===== src/rtl/mult_div_unit_if.sv =====
// Handshake/data bundle for mult_div_unit.
//   master: drives operands and start pulses, receives result, exception and ready.
//   slave : the arithmetic unit side.
//   data_operandA/B : signed 32-bit operands, sampled only on the start edge
//   ctrl_MULT/DIV   : one-cycle start pulses (MULT wins if both are high)
//   data_result     : product low word or quotient
//   data_exception  : error flag, valid with data_resultRDY
//   data_resultRDY  : one-cycle completion pulse
interface mult_div_unit_if;
  logic [31:0] data_operandA;
  logic [31:0] data_operandB;
  logic        ctrl_MULT;
  logic        ctrl_DIV;
  logic [31:0] data_result;
  logic        data_exception;
  logic        data_resultRDY;

  modport master (
    output data_operandA, data_operandB, ctrl_MULT, ctrl_DIV,
    input  data_result, data_exception, data_resultRDY
  );

  modport slave (
    input  data_operandA, data_operandB, ctrl_MULT, ctrl_DIV,
    output data_result, data_exception, data_resultRDY
  );
endinterface


===== src/rtl/mult_div_unit.sv =====
// Iterative signed 32-bit multiply / divide unit.
//   Multiply: radix-2 Booth, one iteration per cycle, 32 iterations.
//   Divide  : restoring division on magnitudes, one quotient bit per cycle, 32 iterations,
//             quotient rounded toward zero.
//   data_resultRDY pulses for one cycle 33 cycles after the start edge. A new start in any
//   state aborts the running operation.
// Ports:
//   clock : rising-edge clock
//   reset : synchronous, active-high
//   bus   : mult_div_unit_if.slave (operands, start pulses, result, exception, ready)
// Configuration:
//   MULT_DIV_UNIT_DIVIDE_EN - when defined the divider datapath is built; otherwise ctrl_DIV
//   completes on the next edge with result 0 and the exception flag set.
module mult_div_unit (
  input  logic           clock,
  input  logic           reset,
  mult_div_unit_if.slave bus
);

  typedef enum logic [1:0] {StIdle, StMul, StDiv, StDone} state_e;

  state_e      state_q;
  logic [5:0]  cnt_q;
  logic [31:0] opa_q;     // latched multiplicand / dividend
  logic [31:0] result_q;
  logic        exc_q;
  logic        rdy_q;

  // Booth state: {acc_q, mq_q, qm1_q}. acc_q carries one guard bit so that subtracting
  // the most negative multiplicand cannot overflow.
  logic [32:0] acc_q;
  logic [31:0] mq_q;
  logic        qm1_q;

  logic [32:0] mcand;
  logic [32:0] acc_sum;
  logic [63:0] product;
  logic        mul_exc;

  assign mcand   = {opa_q[31], opa_q};
  assign product = {acc_q[31:0], mq_q};
  assign mul_exc = product[63:32] != {32{product[31]}};

  always_comb begin
    acc_sum = acc_q;
    case ({mq_q[0], qm1_q})
      2'b01:   acc_sum = acc_q + mcand;
      2'b10:   acc_sum = acc_q - mcand;
      default: acc_sum = acc_q;
    endcase
  end

`ifdef MULT_DIV_UNIT_DIVIDE_EN
  logic [31:0] opb_q;
  logic [31:0] rem_q;
  logic [31:0] quo_q;     // dividend magnitude shifting out, quotient bits shifting in

  logic [31:0] abs_a_in;
  logic [31:0] abs_b;
  logic [32:0] shifted;
  logic [32:0] diff;
  logic [31:0] quotient;
  logic        div_by_zero;
  logic        div_ovf;

  assign abs_a_in    = bus.data_operandA[31] ? -bus.data_operandA : bus.data_operandA;
  assign abs_b       = opb_q[31] ? -opb_q : opb_q;
  assign shifted     = {rem_q, quo_q[31]};
  assign diff        = shifted - {1'b0, abs_b};
  assign quotient    = (opa_q[31] ^ opb_q[31]) ? -quo_q : quo_q;
  assign div_by_zero = opb_q == 32'h0000_0000;
  assign div_ovf     = (opa_q == 32'h8000_0000) && (opb_q == 32'hFFFF_FFFF);
`endif

  always_ff @(posedge clock) begin
    if (reset) begin
      state_q  <= StIdle;
      cnt_q    <= '0;
      opa_q    <= '0;
      result_q <= '0;
      exc_q    <= 1'b0;
      rdy_q    <= 1'b0;
      acc_q    <= '0;
      mq_q     <= '0;
      qm1_q    <= 1'b0;
`ifdef MULT_DIV_UNIT_DIVIDE_EN
      opb_q    <= '0;
      rem_q    <= '0;
      quo_q    <= '0;
`endif
    end else begin
      rdy_q <= 1'b0;
      if (bus.ctrl_MULT) begin
        opa_q    <= bus.data_operandA;
        acc_q    <= '0;
        mq_q     <= bus.data_operandB;
        qm1_q    <= 1'b0;
        cnt_q    <= '0;
        result_q <= '0;
        exc_q    <= 1'b0;
        state_q  <= StMul;
      end else if (bus.ctrl_DIV) begin
`ifdef MULT_DIV_UNIT_DIVIDE_EN
        opa_q    <= bus.data_operandA;
        opb_q    <= bus.data_operandB;
        rem_q    <= '0;
        quo_q    <= abs_a_in;
        cnt_q    <= '0;
        result_q <= '0;
        exc_q    <= 1'b0;
        state_q  <= StDiv;
`else
        cnt_q    <= '0;
        result_q <= '0;
        exc_q    <= 1'b1;
        rdy_q    <= 1'b1;
        state_q  <= StDone;
`endif
      end else begin
        case (state_q)
          StMul: begin
            // Iterations on counts 0..31; count 32 is the result-publishing edge.
            if (cnt_q == 6'd32) begin
              result_q <= product[31:0];
              exc_q    <= mul_exc;
              rdy_q    <= 1'b1;
              state_q  <= StDone;
            end else begin
              acc_q <= {acc_sum[32], acc_sum[32:1]};
              mq_q  <= {acc_sum[0], mq_q[31:1]};
              qm1_q <= mq_q[0];
              cnt_q <= cnt_q + 6'd1;
            end
          end
          StDiv: begin
`ifdef MULT_DIV_UNIT_DIVIDE_EN
            if (cnt_q == 6'd32) begin
              if (div_by_zero) begin
                result_q <= 32'h0000_0000;
                exc_q    <= 1'b1;
              end else if (div_ovf) begin
                result_q <= 32'h8000_0000;
                exc_q    <= 1'b1;
              end else begin
                result_q <= quotient;
                exc_q    <= 1'b0;
              end
              rdy_q   <= 1'b1;
              state_q <= StDone;
            end else begin
              if (!diff[32]) begin
                rem_q <= diff[31:0];
                quo_q <= {quo_q[30:0], 1'b1};
              end else begin
                rem_q <= shifted[31:0];
                quo_q <= {quo_q[30:0], 1'b0};
              end
              cnt_q <= cnt_q + 6'd1;
            end
`else
            state_q <= StIdle;
`endif
          end
          StDone:  state_q <= StIdle;
          default: state_q <= StIdle;
        endcase
      end
    end
  end

  assign bus.data_result    = result_q;
  assign bus.data_exception = exc_q;
  assign bus.data_resultRDY = rdy_q;

endmodule


===== src/flat_wrapper.sv =====
// flat-port wrapper written by rule: the top's interface ports become plain ports
module mult_div_unit_flat 
  (clock, reset, bus_data_operandA, bus_data_operandB, bus_ctrl_MULT, bus_ctrl_DIV, bus_data_result, bus_data_exception, bus_data_resultRDY);
  mult_div_unit_if bus_i ();
  input  logic clock;
  input  logic reset;
  input wire logic [$bits(bus_i.data_operandA)-1:0] bus_data_operandA;
  input wire logic [$bits(bus_i.data_operandB)-1:0] bus_data_operandB;
  input wire logic [$bits(bus_i.ctrl_MULT)-1:0] bus_ctrl_MULT;
  input wire logic [$bits(bus_i.ctrl_DIV)-1:0] bus_ctrl_DIV;
  output wire logic [$bits(bus_i.data_result)-1:0] bus_data_result;
  output wire logic [$bits(bus_i.data_exception)-1:0] bus_data_exception;
  output wire logic [$bits(bus_i.data_resultRDY)-1:0] bus_data_resultRDY;
  assign bus_i.data_operandA = bus_data_operandA;
  assign bus_i.data_operandB = bus_data_operandB;
  assign bus_i.ctrl_MULT = bus_ctrl_MULT;
  assign bus_i.ctrl_DIV = bus_ctrl_DIV;
  assign bus_data_result = bus_i.data_result;
  assign bus_data_exception = bus_i.data_exception;
  assign bus_data_resultRDY = bus_i.data_resultRDY;
  mult_div_unit u_core (.clock(clock), .reset(reset), .bus(bus_i));
endmodule

===== config.mk =====
export PLATFORM = sky130hd
export DESIGN_NAME = mult_div_unit_flat
export DESIGN_NICKNAME = d
export VERILOG_FILES = /design/src/rtl/mult_div_unit_if.sv /design/src/rtl/mult_div_unit.sv /design/src/flat_wrapper.sv
export SDC_FILE = /design/constraint.sdc
export NUM_CORES = 1
export LEC_CHECK = 0
export ABC_AREA = 1
export CORE_AREA = 2 2 124 126
export CTS_CLUSTER_DIAMETER = 80
export CTS_CLUSTER_SIZE = 12
export DETAILED_ROUTE_END_ITERATION = 8
export DIE_AREA = 0 0 126 128
export PLACE_DENSITY = 0.85
export SETUP_SLACK_MARGIN = 0.5
export SLEW_MARGIN = 15
export SYNTH_ARGS = -nofsm -noshare
export SYNTH_HDL_FRONTEND = slang
export SYNTH_SLANG_ARGS = --single-unit

===== constraint.sdc =====
create_clock -name clock -period 6 [get_ports clock]
set_input_delay 1.8 -clock clock [delete_from_list [all_inputs] [get_ports clock]]
set_output_delay 1.8 -clock clock [all_outputs]
set_load 0.03 [all_outputs]

==> summary.md, run 1 <==
| Metric | Value |
|---|---|
| Avg Inst Size Synth | roughly 6.4 µm² |
| Yosys Warn Count | 0 |
| VDD IR-drop max | 0.000209 V |
| Pwr dens | 246 mW/mm² |
| Final Cell Area | 0.0107 mm² |
| Worst R2R Path Depth | 19 |
| Post-CTS Setup Inserts | 0 |
| Measured slew at the worst slew-check pin | around 1100 ps |
| Port Buf Inserts | 101 |
| Area leader, netlist | dfxtp_1 |
| Crit path capture | u_core.cnt_q[4]$_SDFFE_PP0P_ |
| Layout Nets | 1578 |
| Largest net degree at the start of global routing | 60 |
| Top post-synthesis cells by area | dfxtp_1, nand2_1, nor2_1, inv_1, a21oi_1 |
| Relative slew margins | 0.251 |
| CP Class | input pin to flip-flop |
| Drt pass-1 iters | 6 |
| Total CTS buffers | 17 |
| TritonCTS clock tree | yes |
| LEAKAGE | between 0.005 and 0.006 µW |
| Via count | between 9k and 10k |
| Final setup violation count | 0 |
| Commonest non-fill, non-tap cell in the layout | nand2_1 |
| CTS sink cnt | 139 |
| DP HPWL | about 18 mm |
| Post-cts resize count | 0 |
| CP max FO | 32 |
| RSZ-0062 raised after global routing | no |
| Die X | around 130 µm |
| Tmin final | around 3900 ps |
| Grt peak-use layer | met2 |
| Site Rows | between 40 and 50 |
| Core area | roughly 0.015 mm² |
| Crit end category | flip-flop |
| DRC viols | 0 |
| Fmax | 255 MHz |
| Syn_nets | ~1.5k |
| Routed Antenna Nets | 0 |
| Post-synth cell types | 48 |
| Crit. Startpoint | reset |
| Top cell type's share of synthesized area | 0.310 |
| Final Hold Vio Count | 0 |
| Met3 Usage GRT | 0.0518 |
| Clk_lat worst skew | ~410 ps |
| First-pass GRT wire length | between 40 and 50 mm |
| Max-cap violations | 0 |
| Initial Util | 0.605 |
| Worst hold slack | ~460 ps |
| Share of layout cells above drive strength 1 | 0.0633 |
| GRT overflow | 0 |
| DRT Wirelength | around 25 mm |
| Antenna violations before repair | 0 |
| Tot GR Track Use | 0.306 |
| Clock Tree Root | clkbuf_16 |
| Total power | approximately 2600 µW |
| Placer Congestion | a little under 0.9 |
| Min-Delay Path Class | flip-flop to flip-flop |
| CTS Hold Buffers Added | 0 |
| Final Max Slew Viols | 0 |
| Area after DPL | 0.0100 mm² |
| Post-Syn Area | around 0.0090 mm² |
| Clk pin slew, worst setup/hold paths | about 60 ps |
| Clock skew | around 7.5 ps |
| Bufs on Longest Clock Path | 2 |
| Final period util | 0.652 |
| Sequential share of the synthesized area | 0.310 |
| N_diodes | 0 |
| Drt via density | 5.43 |
| Synthesized flop and latch total | around 140 |
| Vias in the first global route | approximately 8.5k |
| Die area | 0.0161 mm² |
| R2r endpoint | u_core.acc_q[31]$_SDFFE_PP0P_ |
| Setup TNS | 0 ps |
| H-tree levels | 4 |
| Initial DRC Count | between 700 and 800 |
| I/O Pins | between 100 and 150 |
| Layout Area Growth over Synthesis | 18.5% |
| R2r startpoint | u_core.mq_q[0]$_SDFFE_PP0P_ |
| Routed WL per cell | approximately 15 µm |
| M2 GR Usage | 0.495 |
| Required @ worst endpoint | around 6400 ps |
| Syn Inst Count | about 1.4k |
| Most frequent cells in the layout | nand2_1, nor2_1, inv_1 |
| Crit start category | input pin |
| Met1 usage | 0.426 |
| Status | complete, no violations |
| Fillers | 1184 |
| Overall die height | 128 µm |
| R2R setup slack | roughly 2100 ps |
| Worst Path Arrival | 4270 ps |
## layer usage
metal	vias to the layer above	wire length (µm)
li1	4619	-
met1	4037	11000
met2	406	11200
met3	30	2090
met4	0	342
met5	-	0
## through the flow
step | setup slack (ps) | cells | utilization
detailed placement | 1730 | 1642 | 0.673
global placement | 1790 | 1642 | 0.673
floorplan | 3270 | 1401 | -
global route | 1900 | 1673 | 0.717
CTS | 2130 | 1673 | 0.717
finish | 2090 | 1673 | 0.717
## Yosys cell counts, drive strengths merged
cell type and number:
nor4 4, a211oi 1, a21oi 104, buf 25
clkbuf 30, o21ai 98, a21o 1, a31oi 33
xnor2 7, fa 1, and2 2, inv 179
or2 1, xor2 41, nand3 76, dfxtp 139
nor2 202, nand3b 1, nor3 12, o31ai 3
o21a 3, a311oi 1, ha 36, o32ai 3
o41ai 3, nand4 10, nand2 383, a221oi 2
## layout make-up
class / count / area [µm²] / area share
repair buffers: 108 / 1060 / 0.0994
clock buffers: 17 / 425 / 0.0399
well taps: 188 / 235 / 0.0221
clock inverters: 14 / 219 / 0.0206
multi-input cells: 1028 / 5260 / 0.493
flip-flops and latches: 139 / 2780 / 0.261
inverters: 179 / 677 / 0.0635
## cell families after synthesis
| logic type | synth area share |
|---|---|
| adder cells (fa/ha/maj) | 0.0523 |
| XOR/XNOR | 0.0468 |
| flip-flops | 0.310 |
| AO/OA/AOI/OAI | 0.159 |
| buffers and inverters | 0.106 |
| AND/OR/NAND/NOR | 0.326 |
## how the worst min path moves through the flow
stage | startpoint | to | slack, ps | cells past startpoint
after CTS | u_core.qm1_q$_SDFFE_PP0P_ | u_core.qm1_q$_SDFFE_PP0P_ | 460 | 2
after floorplan | u_core.qm1_q$_SDFFE_PP0P_ | u_core.qm1_q$_SDFFE_PP0P_ | 440 | 2
after global routing | u_core.qm1_q$_SDFFE_PP0P_ | u_core.qm1_q$_SDFFE_PP0P_ | 490 | 2
after global placement | u_core.qm1_q$_SDFFE_PP0P_ | u_core.qm1_q$_SDFFE_PP0P_ | 450 | 2
final | u_core.qm1_q$_SDFFE_PP0P_ | u_core.qm1_q$_SDFFE_PP0P_ | 460 | 2
after detailed placement | u_core.qm1_q$_SDFFE_PP0P_ | u_core.qm1_q$_SDFFE_PP0P_ | 460 | 2
## registers in the layout (all words and copies together) (netlist names)
signal and cells:
u_core.acc_q 32, u_core.bus.data_exception 1, u_core.bus.data_result 32, u_core.bus.data_resultRDY 1, u_core.cnt_q 6, u_core.mq_q 32, u_core.opa_q 32, u_core.qm1_q 1
u_core.state_q 2
## worst max-delay path, stage by stage
cell and delay (ps):
clkdlybuf4s50_1 400, buf_4 250, nor2_1 130, buf_4 230, inv_2 210, nor2_2 550, buf_4 340, inv_1 100
a21oi_1 120, o21a_1 120
## power breakdown
part / internal (µW) / switching (µW)
registers: 958 / 38.8
clock network: 739 / 412
logic: 178 / 298
total: 1870 / 749
Power figures use the tool's default switching activity.
==> run 2: changes to the inputs <==
Settings changed: CORE_AREA 2 2 124 126 to 2 2 135 137, DIE_AREA 0 0 126 128 to 0 0 137 139, PLACE_DENSITY 0.85 to 0.76.
Clock period 6 ns to 3.6 ns, I/O delays scaled along.
==> run 2 against run 1 <==
Compared with the run above:
- hold slack better by 13 ps
- via count is 0.88% higher
- setup slack got worse by 1400 ps
- register-to-register slack worse by 1500 ps
- critical path type is now flip-flop to flip-flop
- global-route usage fell by 3.0 points
- non-clock buffer count increased by 10
- largest power group unchanged
==> summary.md, run 2 (synthesis gave the netlist of run 1 again) <==
| Metric | Value |
|---|---|
| Clock Tree Root | clkbuf_16 |
| DP Worst Slack | 454 ps (-1280 ps) |
| DP HPWL | 18.6 mm (+4.8%) |
| Routed WL per cell | 14.9 µm (+1.2%) |
| Final setup violation count | 0 (unchanged) |
| Relative slew margins | 0.405 (+0.154) |
| Tot GR Track Use | 0.275 (-0.0303) |
| Antenna violations before repair | 0 (unchanged) |
| Die area | 0.0190 mm² (+18%) |
| VDD IR-drop max | 0.000339 V (+62%) |
| Die X | 137 µm (+8.7%) |
| Vias in the first global route | 8565 (+1.1%) |
| Status | complete, no violations |
| H-tree levels | 4 (unchanged) |
| Crit start category | flip-flop |
| LEAKAGE | 0.00511 µW (+1.0%) |
| CP max stage delay | 350 ps (-200 ps) |
| Most frequent cells in the layout | nand2_1, nor2_1, inv_1 |
| Clk pin slew, worst setup/hold paths | 70 ps (about the same) |
| Tmin final | roughly 3000 ps |
| CP Depth | 19 (+9) |
| Total CTS buffers | 17 (unchanged) |
| RSZ-0062 raised after global routing | yes |
| Drt pass-1 iters | 6 (unchanged) |
| CTS sink cnt | 139 (unchanged) |
| Overall die height | 139 µm (+8.6%) |
| Pwr dens | 399 mW/mm² (+62%) |
| CP max FO | 5 (-84%) |
| Share of layout cells above drive strength 1 | 0.0969 (+0.0336) |
| Placer Congestion | 0.970 (+9.1%) |
| GRT overflow | 0 (unchanged) |
| Final Hold Vio Count | 0 (unchanged) |
| Site Rows | 49 (+8.9%) |
| Final Max Slew Viols | 0 (unchanged) |
| Measured slew at the worst slew-check pin | 881 ps (-241 ps) |
| Fmax | 341 MHz |
| Min-Delay Path Class | flip-flop to flip-flop |
| TritonCTS clock tree | yes |
| Layout Area Growth over Synthesis | 22.0% |
| Clk_lat worst skew | 440 ps (+30 ps) |
| Crit end category | flip-flop |
| Slowest CP cell | dfxtp_2 |
| Crit path cell chain | inv_2, ha_4, nand2_2, nor2_4, nand2_4, nor2_8, nand3_4, o31ai_4, xor2_1, ha_1, a21oi_1, o21a_1, nand2_1, a21oi_2, nand2_1, nand2_1, nand3_1, nand2_1, a21oi_2 |
| DRT Wirelength | 25.7 mm (+4.4%) |
| Port Buf Inserts | 101 (unchanged) |
| Bufs on Longest Clock Path | 2 (unchanged) |
| Clock skew | 18.2 ps (+10.7 ps) |
| DRC viols | 0 (unchanged) |
| Largest net degree at the start of global routing | 47 (-22%) |
| CP Class | flip-flop to flip-flop |
| Area taken by multi-input logic gates | 0.00545 mm² (+3.7%) |
| Setup ws final | 664 ps (-1420 ps) |
| Via count | 9172 (+0.88%) |
| CP most frequent cell | nand2_1 |
| Required @ worst endpoint | 3910 ps (-2450 ps) |
| First-pass GRT wire length | 42.2 mm (+4.1%) |
| Worst R2R Path Depth | 19 (unchanged) |
| Worst Path Arrival | 3240 ps (-1030 ps) |
| Final period util | 0.816 |
| Initial Util | 0.509 (-0.0956) |
| Hold depth | 2 (unchanged) |
| Core area | 0.0177 mm² (+19%) |
| Fillers | 1591 (+34%) |
| Max-cap violations | 0 (unchanged) |
| I/O Pins | 102 (unchanged) |
| Top delay family on crit path | simple AND/OR/NAND/NOR gates |
| Commonest non-fill, non-tap cell in the layout | nand2_1 |
| N_diodes | 0 (unchanged) |
| Layout Nets | 1589 (+0.70%) |
| Total power | 4370 µW (+67%) |
| Initial DRC Count | 773 (-1.5%) |
| CTS Hold Buffers Added | 0 (unchanged) |
| Setup TNS | 0 ps (unchanged) |
| Reg area | 0.00279 mm² (about the same) |
| Worst hold slack | 472 ps (+12.6 ps) |
| CP Buf/Inv Count | 1 (-5) |
| Drt via density | 5.31 (-2.2%) |
| Routed Antenna Nets | 0 (unchanged) |
-- run 2: changes by cell type in the layout (fill, tap and decap cells not counted), moves of 4 or more --
cell     before  now
ha_4          0    4
a21oi_1      94   88
nand2_2      16   20
xor2_1       41   35
nor2_2        7   13
a21oi_2       9   15
nor2_1      189  181
ha_1         36   29
buf_4         7   17
xor2_2        0    6
nand2_1     365  361
-- run 2: final cells by class --
class                           instances  area share
Sequential cell                       139       0.254
Multi-Input combinational cell       1028       0.497
Timing Repair inverter                  1    0.000684
Inverter                              179      0.0621
Clock buffer                           17      0.0388
Tap cell                              229      0.0261
Timing Repair Buffer                  118       0.103
Clock inverter                         15      0.0181
-- run 2: repair_timing --
item                                    in CTS  in global routing
buffers inserted                             0                  5
pin swaps                                    0                  6
endpoints found under the setup margin       1                 15
gates cloned                                 0                  1
gates resized for setup                      1                 47
-- run 2: worst register-to-register path: stages (launching register included) --
cell	delay (ps)
dfxtp_2	350
inv_2	90
ha_4	140
nand2_2	80
nor2_4	120
nand2_4	90
nor2_8	120
nand3_4	110
o31ai_4	190
xor2_1	280
ha_1	340
a21oi_1	210
o21a_1	150
nand2_1	60
a21oi_2	160
nand2_1	70
nand2_1	50
nand3_1	60
nand2_1	80
a21oi_2	50
-- run 2: worst paths after layout --
kind	startpoint	to	slack [ps]
worst min register to register	u_core.qm1_q$_SDFFE_PP0P_	u_core.qm1_q$_SDFFE_PP0P_	470
worst min-delay path	u_core.qm1_q$_SDFFE_PP0P_	u_core.qm1_q$_SDFFE_PP0P_	470
worst max register to register	u_core.opa_q[0]$_SDFFE_PP0P_	u_core.acc_q[30]$_SDFFE_PP0P_	660
worst max-delay path	u_core.opa_q[0]$_SDFFE_PP0P_	u_core.acc_q[30]$_SDFFE_PP0P_	660
-- run 2: per-stage QoR --
step	utilization	cell area, µm²	std cells
finish	0.621	11000	1726
global route	0.621	11000	1726
CTS	0.607	10700	1720
detailed placement	0.572	10100	1688
global placement	0.572	10100	1688
floorplan	-	8990	1401
-- run 2: layer usage --
metal	up-vias	global-route usage	part of all wire
met5	-	0	0
met2	322	0.421	0.44
met1	4162	0.387	0.46
met3	40	0.0621	0.081
met4	0	0.0803	0.017
li1	4648	-	-
-- run 2: where the power goes --
| group | total [µW] | internal [µW] | switching [µW] |
|---|---|---|---|
| Clock | 1860 | 1060 | 802 |
| Sequential | 1660 | 1600 | 68.4 |
| Combinational | 847 | 320 | 527 |
| Total | 4370 | 2980 | 1400 |
==> run 3: changes to the inputs <==
Settings changed: CORE_AREA 2 2 135 137 to 2 2 129 131, DIE_AREA 0 0 137 139 to 0 0 131 133, PLACE_DENSITY 0.76 to 0.79.
Clock period 3.6 ns to 3 ns, I/O delays scaled along.
==> run 3 against run 2 <==
Compared with the run above:
- the flow now finishes with violations (setup timing)
- largest cell class unchanged
- sequential cell count did not move
- hold slack improved by 24 ps
- clock power rose by 20%
- first-iteration DRC count rose by 59%
- non-clock buffer count rose by 41
- maximum frequency fell by 7.8%
- core utilization rose by 14 points
- highest routed layer unchanged
- global-route usage rose by 5.1 points
==> summary.md, run 3 (synthesis gave the netlist of run 1 again) <==
| Metric | Value |
|---|---|
| Status | finished with violations |
| Violated checks | setup timing |
| Antenna violations before repair | 0 (unchanged) |
| Final Max Slew Viols | 0 (unchanged) |
| Clock Tree Root | clkbuf_16 |
| Commonest non-fill, non-tap cell in the layout | nand2_1 |
| Initial DRC Count | 1231 (+59%) |
| Drt via density | 5.87 (+11%) |
| Crit start category | flip-flop |
| Required @ worst endpoint | 3350 ps (-560 ps) |
| VDD IR-drop max | 0.000486 V (+43%) |
| Slowest CP cell | dfxtp_2 |
| Total CTS buffers | 17 (unchanged) |
| Max Used Layer | met4 |
| Clock skew | 9.91 ps (-8.30 ps) |
| Placer Congestion | 0.978 (+0.87%) |
| Overall die height | 133 µm (-4.3%) |
| TritonCTS clock tree | yes |
| N_diodes | 0 (unchanged) |
| Share of layout cells above drive strength 1 | 0.237 (+0.141) |
| Pwr dens | 462 mW/mm² (+16%) |
| Bufs on Longest Clock Path | 2 (unchanged) |
| Setup TNS | -265 ps (-265 ps) |
| Routed WL per cell | 18.3 µm (+23%) |
| Initial Util | 0.556 (+0.0468) |
| Tmin final | 3190 ps (+249 ps) |
| RSZ-0062 raised after global routing | yes |
| CTS Hold Buffers Added | 0 (unchanged) |
| Metal3 WL | 3.77 mm (+80%) |
| Final Cell Area | 0.0123 mm² (+12%) |
| Crit path cell chain | nor2_2, nand2_4, nor2_4, nand4_4, nand2_4, o21ai_4, a21oi_4, xor2_2, ha_4, nand2_4, inv_1, nand2_1, nand3_1, inv_1, nand2_1, a21oi_2, nand3_1, nand3_1, nand2_1, a21oi_1 |
| Worst Path Arrival | 3530 ps (+290 ps) |
| Vias in the first global route | 9170 (+7.1%) |
| Area after DPL | 0.0102 mm² (+1.2%) |
| Final setup violation count | 4 (+4) |
| GRT overflow | 0 (unchanged) |
| Clk_lat worst skew | 440 ps (about the same) |
| CTS sink cnt | 139 (unchanged) |
| DP HPWL | 18.3 mm (-1.6%) |
| LEAKAGE | 0.00553 µW (+8.1%) |
| Routed Antenna Nets | 0 (unchanged) |
| CP max FO | 5 (unchanged) |
| Die X | 131 µm (-4.4%) |
| Fmax | 314 MHz (-7.8%) |
| Most frequent cells in the layout | nand2_1, nor2_1, inv_1 |
| Final period util | 1.06 (+0.246) |
| Largest net degree at the start of global routing | 75 (+60%) |
| CP max stage delay | 360 ps (about the same) |
| Measured slew at the worst slew-check pin | 971 ps (+89.9 ps) |
| Max-cap violations | 0 (unchanged) |
| Tot GR Track Use | 0.327 (+0.0514) |
| DP Worst Slack | 102 ps (-353 ps) |
| Die area | 0.0174 mm² (-8.5%) |
| WL met2 | 14.4 mm (+28%) |
| DRC viols | 0 (unchanged) |
| Fin util | 0.758 (+0.137) |
| First-pass GRT wire length | 45.3 mm (+7.6%) |
| H-tree levels | 4 (unchanged) |
| Drt pass-1 iters | 7 (+1) |
| Port Buf Inserts | 101 (unchanged) |
| Clk pin slew, worst setup/hold paths | 70 ps (about the same) |
| Setup ws final | -186 ps (-849 ps) |
| Relative slew margins | 0.344 (-0.0607) |
| CP Class | flip-flop to flip-flop |
| Core area | 0.0162 mm² (-8.4%) |
| Site Rows | 47 (-4.1%) |
| I/O Pins | 102 (unchanged) |
| Fillers | 1066 (-33%) |
| Crit end category | flip-flop |
| Met1 wire length | 12.2 mm (+2.5%) |
| DRT Wirelength | 32.2 mm (+25%) |
| Final Hold Vio Count | 0 (unchanged) |
| Via count | 10.3k (+13%) |
| Layout Area Growth over Synthesis | 36.5% |
| Min-Delay Path Class | flip-flop to flip-flop |
| Layout Nets | 1629 (+2.5%) |
## run 3: critical path, delay by kind of cell, from the launching register on
kind / cells / cell delay [ps]
xor gates and xnor gates: 1 / 270
DFF: 1 / 360
AOI/OAI and AO/OA: 4 / 620
and+or+nand+nor: 12 / 1380
buffers and inverters: 2 / 150
adders and majority gates: 1 / 280
## run 3: path summary, 6_finish.rpt
kind	depth (start not counted)	to	startpoint	slack (ps)
worst min-delay path	2	u_core.mq_q[18]$_SDFFE_PP0P_	u_core.mq_q[18]$_SDFFE_PP0P_	500
worst min register to register	2	u_core.mq_q[18]$_SDFFE_PP0P_	u_core.mq_q[18]$_SDFFE_PP0P_	500
worst max register to register	20	u_core.acc_q[25]$_SDFFE_PP0P_	u_core.opa_q[5]$_SDFFE_PP0P_	-190
worst max-delay path	20	u_core.acc_q[25]$_SDFFE_PP0P_	u_core.opa_q[5]$_SDFFE_PP0P_	-190
## run 3: layout make-up
class | instances | area, µm² | area share
Inverter | 179 | 684 | 0.0558
Tap cell | 220 | 275 | 0.0224
Multi-Input combinational cell | 1028 | 6410 | 0.523
Clock buffer | 17 | 425 | 0.0347
Clock inverter | 15 | 181 | 0.0148
Sequential cell | 139 | 2800 | 0.228
Timing Repair Buffer | 159 | 1490 | 0.121
## run 3: metal layers
layer  up-vias  track usage
li1       4711            -
met1      4702        0.431
met2       710        0.490
met3       197        0.104
met4         0        0.139
met5         -            0
## run 3: metrics by stage
stage,power [µW],hold slack (ps),std cells
finish,5660,496,1757
global route,5840,509,1757
CTS,5360,493,1742
detailed placement,3000,454,1687
global placement,2980,449,1687
floorplan,2700,435,1401
## run 3: what timing repair did
action                                  CTS  global route
resized for setup                       104           174
cloned                                    0             0
endpoints found under the setup margin   25            26
pin swaps                                50           106
buffers inserted                         23            15
## run 3: power by group
part	switching [µW]	internal [µW]	leakage (µW)
clock	978	1260	0.000301
sequential	94.3	1920	0.00114
combinational	847	570	0.00409
total	1920	3740	0.00553
